**config.mk**
```make
export PLATFORM = sky130hd
export DESIGN_NAME = serial_subtractor
export DESIGN_NICKNAME = d
export VERILOG_FILES = /design/src/rtl/subtractor_pkg.sv /design/src/rtl/half_subtractor.sv /design/src/rtl/serial_subtractor.sv
export SDC_FILE = /design/constraint.sdc
export NUM_CORES = 1
export LEC_CHECK = 0
export ABC_AREA = 1
export CORE_ASPECT_RATIO = 1.1
export CORE_MARGIN = 5
export CORE_UTILIZATION = 52
export DETAILED_ROUTE_END_ITERATION = 8
export GPL_TIMING_DRIVEN = 0
export PLACE_DENSITY = 0.83
export SLEW_MARGIN = 25
export SYNTH_ARGS = -nofsm -noshare
export SYNTH_HDL_FRONTEND = slang
export SYNTH_HIERARCHICAL = 1
export SYNTH_SLANG_ARGS = --single-unit
```
**constraint.sdc**
```tcl
create_clock -name clk -period 1.6 [get_ports clk]
set_input_delay 0.48 -clock clk [delete_from_list [all_inputs] [get_ports clk]]
set_output_delay 0.48 -clock clk [all_outputs]
set_load 0.03 [all_outputs]
```
**src/rtl/subtractor_pkg.sv**
```systemverilog
// Shared definitions for the serial subtractor: FSM encodings and counter sizing.
package subtractor_pkg;

  typedef enum logic [1:0] {
    ST_IDLE  = 2'd0,
    ST_SHIFT = 2'd1,
    ST_DONE  = 2'd2
  } state_e;

  // Bit-counter width; must hold WIDTH-1.
  function automatic int cnt_w(input int width);
    return (width < 2) ? 1 : $clog2(width);
  endfunction

endpackage

```
**src/rtl/half_subtractor.sv**
```systemverilog
// One-bit half subtractor; two of these plus an OR make a full subtractor.
module half_subtractor (
  input  logic a,
  input  logic b,
  output logic diff,
  output logic borrow
);

  assign diff   = a ^ b;
  assign borrow = ~a & b;

endmodule

```
**src/rtl/serial_subtractor.sv**
```systemverilog
// Bit-serial unsigned A - B, LSB first, one bit per clock through a registered borrow.
module serial_subtractor
  import subtractor_pkg::*;
#(
  parameter int WIDTH = 8
) (
  input  logic             clk,
  input  logic             rst_n,
  input  logic             start_valid,
  output logic             start_ready,
  input  logic [WIDTH-1:0] a,
  input  logic [WIDTH-1:0] b,
  output logic             busy,
  output logic [WIDTH-1:0] diff,
  output logic             bout,
  output logic             done
);

  localparam int CW = cnt_w(WIDTH);

  state_e           state_q;
  logic [CW-1:0]    cnt_q;
  logic [WIDTH-1:0] a_q, b_q, res_q;
  logic             br_q;
  logic [WIDTH-1:0] diff_q;
  logic             bout_q, done_q;

  logic d0, b0, d_bit, b1, br_d;

  half_subtractor u_hs0 (
    .a      (a_q[0]),
    .b      (b_q[0]),
    .diff   (d0),
    .borrow (b0)
  );

  half_subtractor u_hs1 (
    .a      (d0),
    .b      (br_q),
    .diff   (d_bit),
    .borrow (b1)
  );

  assign br_d = b0 | b1;

  logic [WIDTH-1:0] res_d;
  logic             last_bit;

  assign res_d    = {d_bit, res_q[WIDTH-1:1]};
  assign last_bit = (cnt_q == CW'(WIDTH - 1));

  always_ff @(posedge clk or negedge rst_n) begin
    if (!rst_n) begin
      state_q <= ST_IDLE;
      cnt_q   <= '0;
      a_q     <= '0;
      b_q     <= '0;
      res_q   <= '0;
      br_q    <= 1'b0;
      diff_q  <= '0;
      bout_q  <= 1'b0;
      done_q  <= 1'b0;
    end else begin
      done_q <= 1'b0;
      case (state_q)
        ST_IDLE: begin
          if (start_valid) begin
            a_q     <= a;
            b_q     <= b;
            res_q   <= '0;
            br_q    <= 1'b0;
            cnt_q   <= '0;
            state_q <= ST_SHIFT;
          end
        end
        ST_SHIFT: begin
          a_q   <= {1'b0, a_q[WIDTH-1:1]};
          b_q   <= {1'b0, b_q[WIDTH-1:1]};
          res_q <= res_d;
          br_q  <= br_d;
          cnt_q <= cnt_q + CW'(1);
          if (last_bit) begin
            // Publish the final bit straight from res_d so diff updates on this edge.
            diff_q  <= res_d;
            bout_q  <= br_d;
            done_q  <= 1'b1;
            state_q <= ST_DONE;
          end
        end
        ST_DONE: state_q <= ST_IDLE;
        default: state_q <= ST_IDLE;
      endcase
    end
  end

  assign start_ready = (state_q == ST_IDLE);
  assign busy        = (state_q == ST_SHIFT);
  assign diff        = diff_q;
  assign bout        = bout_q;
  assign done        = done_q;

endmodule

```
==> impl_results.md <==
- Status: complete, but fails checks
- Failing checks: negative setup slack
- Detailed Place HPWL: 2.49 mm
- LEAKAGE: 1.31 nW
- Sequential share of power: 36.0%
- Avg Cell Area, Syn: 8.52 um2
- Seq/Total Area, Yosys: approximately 52%
- Net Sw Frac: 41.4%
- Final WL: roughly 3.6 mm
- Most common cell after layout, fill and taps aside: nand2_1
- Actual slew at the worst max-slew pin: 301 ps
- Synth warnings: 6
- Period minus WS final: 1750 ps
- Min-delay src: b_q[2]$_DFFE_PN0P_
- Pwr/cell area: between 1500 and 2000 nW/um2
- Internal power: 2.66 mW
- Metal3 WL: 221 um
- Hold_ws: 489 ps
- Htree depth: 2
- Worst Setup Start Kind: register
- Logic pwr share: between 40 and 50%
- Worst EP required: 1120 ps
- Cells after synthesis: 220
- Die X: approximately 67 um
- Worst-case reg-to-reg path depth: 7
- Clock Skews: 8.79 ps
- DIE AREA: 4910 um2
- Crit end category: primary output
- Hold Fails Final Rpt: 0
- Net Sw Power: 1.88 mW
- Net Count, Synth: 243
- Gr usage total: 17.3%
- Cts bufs inserted: 5
- Gpl congestion: 0.781
- Seq cells post-synth: 39
- Reg-to-Reg Start: state_q[0]$_DFFE_PN0P_
- Hold Path Depth: 2
- Max-Cap Viols: 0
- IO Pins: 31
- Share of cells above drive strength 1: between 20% and 30%
- TritonCTS clock tree: done
- Fmax: 0.572 GHz
- Biggest area consumer among synthesized cells: dfrtp_1
- Cell Area, Synth: 1870 um2
- Core Area: 3410 um2
- Antenna violations before repair: 0
- Hold EP: b_q[2]$_DFFE_PN0P_
- Post-route ant nets: 0
- Reg2reg setup slack: 140 ps
- Max Slew Vio Count: 0
- Critical Path AT: 1270 ps
- TNS Setup: -252 ps
- HP Class: reg -> reg
- Top metal layer carrying routed signals: met4
- DR WL/cell: 11.5 um
- Final critical-path share of the clock period: 109%
- Synth-to-layout area growth: 26.9%
- Wl on met1: 1.57 mm
- Met2 Wirelength: 1.78 mm
- Clk slew on worst S/H paths: approximately 120 ps
- Max_slew headroom: 79.8%
- Worst IR Drop VDD: 1200 uV
- Vias in the first global route: 1531
- Clk pwr share: 15.5%
- Clk root buf: clkbuf_4
- Most frequent cells in the layout: nand2_1, inv_1, dfrtp_1
- Buffers added on ports: 30
- CTS Sinks: 39
- Largest net degree at the start of global routing: 31
- Drt first-iter violations: between 90 and 100
- # setup viols final: 2
- Worst-path fanout max: 8
- Ranking of synthesized cells by area: dfrtp_1, nand2_1, inv_1
- Site row count: 22
- Total grt overflow: 0
- First-pass GRT wire length: 6.42 mm
- Top cell type's share of synthesized area: 52.1%
- Worst Setup Path Type: reg -> out
- Antenna diodes: 0
- RSZ-0062 raised after global routing: yes
- Via count: between 1000 and 1500
- Drt drc: 0
- Vias/cell: approximately 4.7
- FF-to-FF End: a_q[0]$_DFFE_PN0P_
- Nets: 288
- Clk buf depth: 2
- Clk_lat worst skew: between 300 and 400 ps
- Drt first pass iters: 4
- Initial Utilization: 54.9%
- Die height: 73.0 um
- Unique masters post-synth: 19
- Fin worst setup slack: -148 ps
==> cells by family after synthesis <==
group	share of synthesized area [%]
adders and majority gates	2.67
AOI/OAI and AO/OA	9.01
and+or+nand+nor	23.4
buffers and inverters	12.8
DFF	52.1
==> flip-flops by register name, summed over array words and instances (netlist names) <==
| name | cells |
|---|---|
| res_q | 7 |
| br_q | 1 |
| cnt_q | 3 |
| diff | 8 |
| b_q | 8 |
| state_q | 2 |
| bout | 1 |
| done | 1 |
| a_q | 8 |
==> synth_stat cells, drive strengths merged <==
cell	instances
a21oi	2
buf	8
dfrtp	39
ha	4
inv	43
nand2	85
nand3	16
nor2	4
o21ai	19
==> per-stage QoR <==
stage | total power, mW | setup WS (ps) | area, um2 | util [%] | cells
6_report | 4.54 | -148 | 2380 | 69.7 | 314
3_3_place_gp | 3.68 | -845 | 2230 | 65.5 | 298
3_5_place_dp | 3.79 | -407 | 2250 | 65.9 | 299
2_1_floorplan | 3.16 | 143 | 1870 | - | 220
5_1_grt | 4.94 | -197 | 2380 | 69.7 | 314
4_1_cts | 4.52 | -206 | 2380 | 69.8 | 311
==> repair_timing <==
item	4_1_cts	5_1_grt
endpoints found under the hold margin	9	0
resized for setup	34	13
pin swaps	1	2
hold buffers	1	0
setup endpoints to repair	12	12
setup buffers	3	3
==> power by group through the flow <==
stage | clock (mW) | sequential [mW] | combinational [mW]
after floorplan | 0 | 1.79 | 1.36
after global placement | 0 | 1.63 | 2.05
after detailed placement | 0 | 1.65 | 2.15
after CTS | 0.704 | 1.63 | 2.18
after global routing | 0.753 | 1.68 | 2.51
final | 0.702 | 1.64 | 2.20
==> routing by layer <==
metal	up-vias	global-route usage, %
li1	748	-
met1	674	19.9
met2	46	29.8
met3	7	4.16
met4	0	8.33
met5	-	0
==> critical path, stage by stage, from the launching register on <==
cell	delay (ps)
dfrtp_1	360
buf_6	110
inv_4	30
nor2_4	130
buf_6	150
buf_6	130
==> layout make-up <==
type / count / area, um2
Fill cell: 300 / 1030
Sequential cell: 39 / 977
Tap cell: 48 / 60.1
Multi-Input combinational cell: 130 / 666
Buffer: 8 / 80.1
Clock buffer: 6 / 51.3
Inverter: 43 / 164
Clock inverter: 2 / 35.0
Timing Repair Buffer: 38 / 345
==> worst max-delay path by stage <==
stage                           start                  to  depth (start not counted)
5_1_grt        state_q[0]$_DFFE_PN0P_                busy                          5
4_1_cts        state_q[1]$_DFFE_PN0P_                busy                          3
2_1_floorplan  state_q[0]$_DFFE_PN0P_         start_ready                          2
3_5_place_dp   state_q[0]$_DFFE_PN0P_                busy                          5
6_report       state_q[0]$_DFFE_PN0P_                busy                          5
3_3_place_gp                    rst_n  a_q[3]$_DFFE_PN0P_                          1
(Power assumes the default switching activity.)
